$ cat config.mk
export PLATFORM = sky130hd
export DESIGN_NAME = muldiv_sequencer
export DESIGN_NICKNAME = d
export VERILOG_FILES = /design/src/rtl/muldiv_pkg.sv /design/src/rtl/muldiv_sequencer_div_step.sv /design/src/rtl/muldiv_sequencer.sv
export SDC_FILE = /design/constraint.sdc
export NUM_CORES = 2
export LEC_CHECK = 0
export BUFFER_PORTS_ARGS = -buffer_cell sky130_fd_sc_hd__buf_2
export CORE_MARGIN = 2
export CORE_UTILIZATION = 60
export CTS_BUF_LIST = sky130_fd_sc_hd__clkbuf_8
export DETAILED_ROUTE_END_ITERATION = 8
export GPL_TIMING_DRIVEN = 0
export PLACE_DENSITY = 0.87
export SYNTH_ARGS = -nofsm -noshare
export SYNTH_HDL_FRONTEND = slang
export SYNTH_HIERARCHICAL = 1
export SYNTH_SLANG_ARGS = --single-unit
$ cat constraint.sdc
create_clock -name Clk -period 12.9 [get_ports Clk]
set_input_delay 0.645 -clock Clk [delete_from_list [all_inputs] [get_ports Clk]]
set_output_delay 0.645 -clock Clk [all_outputs]
set_load 0.01 [all_outputs]
$ cat src/rtl/muldiv_pkg.sv
// Shared op codes, FSM encoding and divide constants for muldiv_sequencer.
// Build option: define MULDIV_MADD_EN to make MADD/MSUB legal ops.
package muldiv_pkg;

   typedef enum logic [2:0] {
      OP_MULT  = 3'd0,
      OP_MULTU = 3'd1,
      OP_DIV   = 3'd2,
      OP_DIVU  = 3'd3,
      OP_MADD  = 3'd4,
      OP_MSUB  = 3'd5
   } op_e;

   typedef enum logic [2:0] {
      S_IDLE,
      S_MUL_WAIT,
      S_DIV_RUN,
      S_DIV_FIXUP,
      S_DONE
   } state_e;

   localparam int DIV_ITER = 32;

   function automatic logic is_legal_op(input logic [2:0] op);
      case (op)
         OP_MULT, OP_MULTU, OP_DIV, OP_DIVU: return 1'b1;
`ifdef MULDIV_MADD_EN
         OP_MADD, OP_MSUB:                   return 1'b1;
`endif
         default:                            return 1'b0;
      endcase
   endfunction

   function automatic logic is_div_op(input logic [2:0] op);
      return (op == OP_DIV) || (op == OP_DIVU);
   endfunction

endpackage

$ cat src/rtl/muldiv_sequencer_div_step.sv
// One restoring-divide iteration: shift the next dividend bit into the
// partial remainder and subtract the divisor when it fits.
module div_step (
   input  logic [31:0] rem_i,
   input  logic        dividend_bit_i,
   input  logic [31:0] divisor_i,
   output logic [31:0] rem_o,
   output logic        quo_bit_o
);

   logic [32:0] shifted;

   // The partial remainder is always below the divisor, so 33 bits suffice.
   assign shifted   = {rem_i, dividend_bit_i};
   assign quo_bit_o = (shifted >= {1'b0, divisor_i});
   assign rem_o     = quo_bit_o ? 32'(shifted - {1'b0, divisor_i}) : shifted[31:0];

endmodule

$ cat src/rtl/muldiv_sequencer.sv
// Multi-cycle HI/LO sequencer: fixed-latency multiply, 32-step restoring divide.
// Build option: define MULDIV_MADD_EN to enable MADD/MSUB accumulation.
module muldiv_sequencer
   import muldiv_pkg::*;
#(
   parameter int MULT_LATENCY = 4,
   parameter int DIV_ITER     = muldiv_pkg::DIV_ITER
) (
   input  logic        Clk,
   input  logic        Reset,
   input  logic        StartIn,
   input  logic [2:0]  OpIn,
   input  logic [31:0] OperandAIn,
   input  logic [31:0] OperandBIn,
   input  logic [31:0] HiIn,
   input  logic [31:0] LoIn,
   input  logic        FlushIn,
   output logic        BusyOut,
   output logic        StallOut,
   output logic        DoneOut,
   output logic        HiLoWriteOut,
   output logic        DivByZeroOut,
   output logic [31:0] HiOut,
   output logic [31:0] LoOut
);

   localparam logic [4:0] MUL_CNT_INIT = 5'(MULT_LATENCY - 1);
   localparam logic [4:0] DIV_CNT_INIT = 5'(DIV_ITER - 1);

   state_e      state_q;
   logic [2:0]  op_q;
   logic [4:0]  cnt_q;
   logic [31:0] a_q;          // multiplicand, or dividend shifting out / quotient shifting in
   logic [31:0] b_q;
   logic [31:0] rem_q;
   logic        quo_neg_q, rem_neg_q, dbz_q;
   logic        busy_q, done_q, write_q, dbz_out_q;
   logic [31:0] hi_q, lo_q;
`ifdef MULDIV_MADD_EN
   logic [63:0] acc_q;
`else
   logic        unused_hilo;
   assign unused_hilo = ^{HiIn, LoIn};
`endif

   logic        accept, a_neg, b_neg;
   logic [31:0] abs_a, abs_b, rem_step, quo_fix, rem_fix;
   logic        quo_bit;
   logic [63:0] ext_a, ext_b, mul_res;

   assign accept = (state_q == S_IDLE) && StartIn && is_legal_op(OpIn) && !FlushIn;
   assign a_neg  = (OpIn == OP_DIV) && OperandAIn[31];
   assign b_neg  = (OpIn == OP_DIV) && OperandBIn[31];
   assign abs_a  = a_neg ? -OperandAIn : OperandAIn;
   assign abs_b  = b_neg ? -OperandBIn : OperandBIn;

   assign quo_fix = quo_neg_q ? -a_q : a_q;
   assign rem_fix = rem_neg_q ? -rem_q : rem_q;

   div_step u_div_step (
      .rem_i          (rem_q),
      .dividend_bit_i (a_q[31]),
      .divisor_i      (b_q),
      .rem_o          (rem_step),
      .quo_bit_o      (quo_bit)
   );

   always_comb begin
      // NOTE: every variable gets a default first so no path can infer a latch.
      ext_a   = (op_q == OP_MULTU) ? {32'd0, a_q} : {{32{a_q[31]}}, a_q};
      ext_b   = (op_q == OP_MULTU) ? {32'd0, b_q} : {{32{b_q[31]}}, b_q};
      mul_res = ext_a * ext_b;
`ifdef MULDIV_MADD_EN
      if (op_q == OP_MADD) mul_res = acc_q + (ext_a * ext_b);
      if (op_q == OP_MSUB) mul_res = acc_q - (ext_a * ext_b);
`endif
   end

   // NOTE: state uses non-blocking assignments so every register samples pre-edge values.
   always_ff @(posedge Clk or negedge Reset) begin
      if (!Reset) begin
         state_q   <= S_IDLE;
         op_q      <= '0;
         cnt_q     <= '0;
         a_q       <= '0;
         b_q       <= '0;
         rem_q     <= '0;
         quo_neg_q <= 1'b0;
         rem_neg_q <= 1'b0;
         dbz_q     <= 1'b0;
         busy_q    <= 1'b0;
         done_q    <= 1'b0;
         write_q   <= 1'b0;
         dbz_out_q <= 1'b0;
         hi_q      <= '0;
         lo_q      <= '0;
`ifdef MULDIV_MADD_EN
         acc_q     <= '0;
`endif
      end else begin
         done_q    <= 1'b0;
         write_q   <= 1'b0;
         dbz_out_q <= 1'b0;
         case (state_q)
            S_IDLE: if (accept) begin
               op_q   <= OpIn;
               rem_q  <= '0;
               busy_q <= 1'b1;
               if (is_div_op(OpIn)) begin
                  a_q       <= abs_a;
                  b_q       <= abs_b;
                  quo_neg_q <= a_neg ^ b_neg;
                  rem_neg_q <= a_neg;
                  dbz_q     <= (OperandBIn == '0);
                  cnt_q     <= DIV_CNT_INIT;
                  // A zero divisor skips the iterations and only spends the fixup cycle.
                  state_q   <= (OperandBIn == '0) ? S_DIV_FIXUP : S_DIV_RUN;
               end else begin
                  a_q     <= OperandAIn;
                  b_q     <= OperandBIn;
                  dbz_q   <= 1'b0;
                  cnt_q   <= MUL_CNT_INIT;
                  state_q <= S_MUL_WAIT;
`ifdef MULDIV_MADD_EN
                  acc_q   <= {HiIn, LoIn};
`endif
               end
            end
            S_MUL_WAIT: begin
               if (FlushIn) begin
                  state_q <= S_IDLE;
                  busy_q  <= 1'b0;
               end else if (cnt_q == '0) begin
                  hi_q    <= mul_res[63:32];
                  lo_q    <= mul_res[31:0];
                  done_q  <= 1'b1;
                  write_q <= 1'b1;
                  state_q <= S_DONE;
               end else begin
                  cnt_q <= cnt_q - 5'd1;
               end
            end
            S_DIV_RUN: begin
               if (FlushIn) begin
                  state_q <= S_IDLE;
                  busy_q  <= 1'b0;
               end else begin
                  rem_q <= rem_step;
                  a_q   <= {a_q[30:0], quo_bit};
                  if (cnt_q == '0) state_q <= S_DIV_FIXUP;
                  else             cnt_q   <= cnt_q - 5'd1;
               end
            end
            S_DIV_FIXUP: begin
               if (FlushIn) begin
                  state_q <= S_IDLE;
                  busy_q  <= 1'b0;
               end else begin
                  if (!dbz_q) begin
                     hi_q <= rem_fix;
                     lo_q <= quo_fix;
                  end
                  done_q    <= 1'b1;
                  write_q   <= !dbz_q;
                  dbz_out_q <= dbz_q;
                  state_q   <= S_DONE;
               end
            end
            default: begin
               state_q <= S_IDLE;
               busy_q  <= 1'b0;
            end
         endcase
      end
   end

   assign BusyOut      = busy_q;
   assign StallOut     = busy_q | accept;
   assign DoneOut      = done_q;
   assign HiLoWriteOut = write_q;
   assign DivByZeroOut = dbz_out_q;
   assign HiOut        = hi_q;
   assign LoOut        = lo_q;

endmodule

## Word-level counts from Yosys, hierarchy flattened

Cells that the tools add are included.

| storage, ports and cells | value |
|---|---|
| bits in registers | 178 |
| bits of input ports | 135 |
| output and inout port bits | 69 |
| word-level logic and storage cells | 120 |

| cells by class | value |
|---|---|
| add/sub/neg operators | 6 |
| $mul | 1 |
| $lt $le $gt $ge | 1 |
| eq/ne operators | 18 |
| multiplexer cells | 52 |
| bitwise operators | 2 |
| reduce and logical (&&, ||, !) cells | 25 |

Operator list:

| operator | number |
|---|---|
| 32-bit 2-to-1 mux | 19 |
| 32-bit one-hot mux with 2 select lines | 4 |
| 64-bit 2-to-1 mux | 2 |
| 32-bit negation | 4 |
| 64-bit by 64-bit multiplier with 64-bit output | 1 |
| 33-bit by 32-bit greater-or-equal comparator with 1-bit output | 1 |
| 32-bit logical NOT | 1 |
| 32-bit subtractor | 1 |
| 5-bit 2-to-1 mux | 4 |
| 3-bit 2-to-1 mux | 6 |
| 2-bit != test, second input constant | 8 |
| 3-bit by 2-bit equality test with 1-bit output, second input constant | 4 |
| 3-bit one-hot mux with 4 select lines | 1 |
| 1-bit 2-to-1 mux | 11 |
| 5-bit one-hot mux with 2 select lines | 1 |
| 3-bit by 1-bit equality test with 1-bit output, second input constant | 3 |
| 3-bit AND reduction | 3 |
| 3-bit logical NOT | 2 |
| 3-bit != test, second input constant | 2 |
| 1-bit one-hot mux with 2 select lines | 3 |
| 2-bit nonzero test | 3 |
| 1-bit logical AND | 5 |
| 5-bit logical NOT | 1 |
| 5-bit AND reduction | 1 |
| other kinds (12) | 14 |

## Longest topological paths before layout

| depth | value |
|---|---|
| word-level depth | 7 |
| mapped depth | 36 |
| depth with buffers taken out | 33 |

## By module

The synthesis kept the hierarchy.

By module, submodules not included:

| module | instances | cells an instance | area an instance (um2) | sequential area each (um2) |
|---|---|---|---|---|
| muldiv_sequencer | 1 | 6,369 | 57,636.5 | 4,454.3 |
| div_step | 1 | 323 | 2,331.0 | 0.0 |

## Worst setup path after synthesis

OpenSTA, ideal clock, no wires.

| timing path | value |
|---|---|
| kind | reg-to-reg |
| start | reg op_q[1] |
| end | reg hi_q[31], in the netlist HiOut[31] |
| setup time | 0.122 ns |
| arrival time | 9.271 ns |
| required time | 12.778 ns |
| setup slack | 3.507 ns |
| cell stages (with the launch flop) | 31 |
| buffers on the path | 1 |
| clock period less this slack | 9.393 ns |
| path through | dfrtp_1 -> nor3b_1 -> nor2b_1 -> clkbuf_1 -> nand2_1 -> inv_1 -> fa_1 -> inv_1 -> fa_1 -> inv_1 -> fa_1 -> inv_1 -> fa_1 -> inv_1 -> fa_1 -> fa_1 -> fa_1 -> fa_1 -> fa_1 -> inv_1 -> fa_1 -> inv_1 -> ha_1 -> nand2_1 -> nor4_1 -> and2_1 -> a221oi_1 -> a221oi_1 -> a41oi_1 -> a211o_1 -> a32o_1 |

| between the ends | value |
|---|---|
| word-level cells in the longest chain between the ends | 6 |
| elaborated cells between the ends (all ways) | 7 |
| those cells by class | 1 x mul; 1 x eq/ne; 5 x mux |

RTL lines:

| what | RTL line | RTL |
|---|---|---|
| from (decl) | muldiv_sequencer.sv:31 | `logic [2:0] op_q;` |
| from (signal assigned) | muldiv_sequencer.sv:106 | `op_q <= OpIn;` |
| 3-bit by 1-bit equality test with 1-bit output (*) | muldiv_sequencer.sv:70, muldiv_sequencer.sv:71 |  |
| 64-bit 2-to-1 mux, on equally long branches | muldiv_sequencer.sv:70, muldiv_sequencer.sv:71 |  |
| 64-bit by 64-bit multiplier with 64-bit output (*) | muldiv_sequencer.sv:72 | `mul_res = ext_a * ext_b;` |
| 32-bit 2-to-1 mux (*) | muldiv_sequencer.sv:133 | `end else if (cnt_q == '0) begin` |
| 32-bit 2-to-1 mux (*) | muldiv_sequencer.sv:130 | `if (FlushIn) begin` |
| 32-bit one-hot mux with 2 select lines (*) | muldiv_sequencer.sv:104 | `case (state_q)` |
| to (signal assigned) | muldiv_sequencer.sv:134 | `hi_q <= mul_res[63:32];` |
| to (signal assigned) | muldiv_sequencer.sv:160 | `hi_q <= rem_fix;` |
| to (decl) | muldiv_sequencer.sv:38 | `logic [31:0] hi_q, lo_q;` |

Every way passes the cells marked *; elsewhere a longest branch is shown, timed or not. The select of a mux whose other input is x is not followed.
A chain may end at the register's enable or synchronous reset.

## Final worst setup path

| timing path | value |
|---|---|
| start | reg a_q[31] |
| end | reg hi_q[31], in the netlist HiOut[31] |

| between the ends | value |
|---|---|
| word-level cells in the longest chain between the ends | 5 |

RTL lines:

| what | RTL line | RTL |
|---|---|---|
| from (decl) | muldiv_sequencer.sv:33 | `logic [31:0] a_q;` |
| from (signal assigned) | muldiv_sequencer.sv:110 | `a_q <= abs_a;` |
| from (signal assigned) | muldiv_sequencer.sv:119 | `a_q <= OperandAIn;` |
| from (signal assigned) | muldiv_sequencer.sv:149 | `a_q <= {a_q[30:0], quo_bit};` |
| 64-bit 2-to-1 mux | muldiv_sequencer.sv:70 | `ext_a = (op_q == OP_MULTU) ? {32'd0, a_q} : {{32{a_q[31]}}, a_q};` |
| 64-bit by 64-bit multiplier with 64-bit output | muldiv_sequencer.sv:72 |  |
| 32-bit 2-to-1 mux | muldiv_sequencer.sv:133 |  |
| 32-bit 2-to-1 mux | muldiv_sequencer.sv:130 |  |
| 32-bit one-hot mux with 2 select lines | muldiv_sequencer.sv:104 |  |

Every way passes these cells. The select of a mux whose other input is x is not followed.

==> metrics.md <==
| Metric | Value |
|---|---|
| M1 GR Usage | 0.577 |
| Vias per cell | 6.18 |
| Synth unique cells | 85 |
| Longest Clk Path Bufs | 2 |
| TNS Setup | 0 ns |
| Async SR Flop Fraction | 1.00 |
| Rows | 115 |
| M2 GR Usage | 0.667 |
| WL final | ~240000 um |
| Worst-Skew Late Latency | 0.56 ns |
| CP Depth | 27 |
| Post-Syn Nets | around 8600 |
| Worst Hold Class | in -> async |
| Num ports | 204 |
| Crit path largest cell delay | between 0.9 and 1 ns |
| Chip width | 320 um |
| FMAX | about 78 MHz |
| Synth warn | 6 |
| Largest net degree at the start of global routing | 92 |
| RSZ-0062 raised after global routing | no |
| DRT Pass-1 Iters | 9 |
| CP startpoint kind | flop |
| Top-area cell type share of the netlist area | 0.474 |
| Max_cap viols | 7 |
| Routed vias | 50600 |
| Failing checks | DRC, capacitance limit, slew limit |
| Reg2Reg Depth | 27 |
| Final min period | 12.76 ns |
| TritonCTS Buffers | 17 |
| Crit path max-delay family | adder cells |
| CTS resizes | 0 |
| Critical path's most frequent cell | fa_1 |
| CTS root buf | clkbuf_8 |
| Most used flip-flop cell after synthesis | dfrtp_1 |
| CP Data Required Time | 13.36 ns |
| Setup Viol. Count Final | 0 |
| CTS sink cnt | between 150 and 200 |
| Fin nets | 8754 |
| GRT Overall Usage | 0.468 |
| Post-detailed-route wirelength per cell | 28.8 um |
| Crit Path Max Fanout | 10 |
| Final Hold Fails | 0 |
| DP HPWL | 198000 um |
| CTS tree | yes |
| Synth Register Bits | 178 |
| Met3 Use GR | 0.209 |
| Clock transition at the registers of the reported paths | 0.11 ns |
| # H-tree levels | 4 |
| GRT overflow | 0 |
| EDFF count, synth | 0 |
| Placer Congestion | 1.10 |
| Worst Tran Pin Value | between 1.5 and 2 ns |
| Clk_skew | 0.0217 ns |
| CP endpoint kind | flop |
| Layout cells sized above 1 | 0.0382 |
| Total core area | 98700 um2 |
| Postcts setup bufs | 0 |
| Synth Cell Area | roughly 60000 um2 |
| Worst path buffer plus inverter count | 7 |
| Top cell type by total area after synthesis | fa_1 |
| Status | finished with violations |
| Post-cts hold buffer count | 0 |
| Rel. slew slack | -0.0661 |
| Vias in the first global route | 51900 |
| Critical Path Sink | HiOut[31] |
| Reg-to-reg endpoint | HiOut[31] |
| Initial Utilization | 0.608 |
| Mapped Cells | 6692 |
| DRT iter0 DRCs | around 6400 |
| DRC | 6 |
| Sequential share of the synthesized area | 0.0743 |
| # port buffers | roughly 140 |
| CP max-delay cell | fa_1 |
| Reg-to-Reg Start | a_q[31] |
| Final ANT Viol Nets | 0 |
| Crit path DAT | 13.21 ns |
| Die area | 102000 um2 |
| Synth area leaders | fa_1 (47%), inv_1 (9.8%), dfrtp_1 (7.4%), ha_1 (7.2%), nand2_1 (6.1%) |
| First-pass GRT wire length | approximately 340000 um |
| Most used routing layer in global routing | met2 |
| Die height | 320 um |
| Reg-to-reg setup timing slack | 0.14 ns |
| Syn avg cell area | 8.96 um2 |
| Area growth from synthesis to layout | 4.70% |
| Final worst path period share | 0.989 |
| Setup CP Type | reg -> reg |
| Start point of the critical path | a_q[31] |
| Final slew viol count | 74 |
| Initial antenna violation count | 29 |
-- cell usage in the layout, fill, tap and decap left out, drive strengths merged, types with 39 or more instances in the layout --
cell	count
xnor2	156
dfrtp	178
o21ai	219
buf	189
fa	1420
nand2	981
a21oi	223
nand3	57
inv	1576
clkbuf	326
xor2	96
ha	346
and2	425
nor3	39
nor2	188
-- how the worst min path moves through the flow --
stage                             to  slack, ns  cells past startpoint
final                        BusyOut       0.11                      1
after global routing      state_q[1]       0.15                      1
after CTS                  LoOut[20]       0.12                      1
after detailed placement    LoOut[7]       0.47                      2
after global placement     HiOut[11]       0.45                      2
after floorplan              BusyOut       0.35                      0
-- per-stage QoR --
step | hold slack [ns] | util | area, um2 | cells | setup WS, ns
finish | 0.105 | 0.636 | 62800 | 8178 | 0.143
global placement | 0.453 | 0.631 | 62300 | 8117 | 0.548
global route | 0.152 | 0.636 | 62700 | 8155 | 0.249
CTS | 0.118 | 0.635 | 62700 | 8152 | 0.696
floorplan | 0.349 | - | 60000 | 6692 | 3.51
detailed placement | 0.467 | 0.632 | 62300 | 8120 | 0.685
-- per-layer routing --
metal / up-vias / share of wire
met2: 4206 / 0.41
li1: 20200 / -
met5: - / 0.0023
met3: 1080 / 0.17
met4: 36 / 0.080
met1: 25100 / 0.34
-- registers in the layout, indices dropped and copies added (netlist names), 3 cells and up --
signal	cells
state_q	3
LoOut	32
a_q	32
cnt_q	5
b_q	32
op_q	3
rem_q	32
HiOut	32
-- layout make-up --
| type | count | area (um2) |
|---|---|---|
| plain buffers | 355 | 1380 |
| clock buffers | 18 | 248 |
| well taps | 1287 | 1610 |
| multi-input cells | 4592 | 48300 |
| inverters | 1567 | 5880 |
| clock inverters | 14 | 120 |
| diodes | 25 | 62.6 |
| fillers | 8247 | 35900 |
| flip-flops and latches | 178 | 4450 |
| repair buffers | 142 | 771 |
-- synthesized netlist by cell type (30+ instances only) --
library cell  number
o21ai_0          194
dfrtp_1          178
nor2_1           187
a21o_1            38
fa_1            1420
xor2_1            96
and2_1           425
ha_1             346
a21oi_1          222
or3_1             30
xnor2_1          156
nor3_1            37
nand2_1          981
inv_1           1565
buf_1             32
clkbuf_1         308
nand3_1           56
-- kinds of logic (layout without fill, tap and decap cells) --
family                     count (synthesis)  count (layout)  synth area share
DFF                                      178             178            0.0743
other                                      0              25                 0
buffers and inverters                   1922            2096             0.121
muxes                                     37              37           0.00737
AOI/OAI and AO/OA                        682             682            0.0692
and+or+nand+nor                         1854            1854             0.145
adders and majority gates               1767            1767             0.546
xor gates and xnor gates                 252             252            0.0368
-- worst reg2reg max path: stages (launching register included) --
cell,delay (ns)
dfrtp_1,0.35
clkbuf_1,0.91
nor2b_1,0.83
clkbuf_1,0.65
nand2_1,0.33
fa_1,0.56
fa_1,0.67
inv_1,0.12
fa_1,0.95
inv_1,0.29
fa_1,0.55
inv_1,0.08
fa_1,0.53
fa_1,0.67
fa_1,0.48
fa_1,0.51
fa_1,0.49
inv_1,0.05
fa_1,0.50
inv_1,0.04
ha_1,0.37
nand2_1,0.19
nor4_1,0.78
a221oi_1,0.46
a221oi_1,0.53
a41oi_1,0.22
a211o_1,0.30
a32o_1,0.26
Power is left out: the tool's default activity adds up to more than one toggle a clock period on the data nets, which glitch-free logic cannot reach.
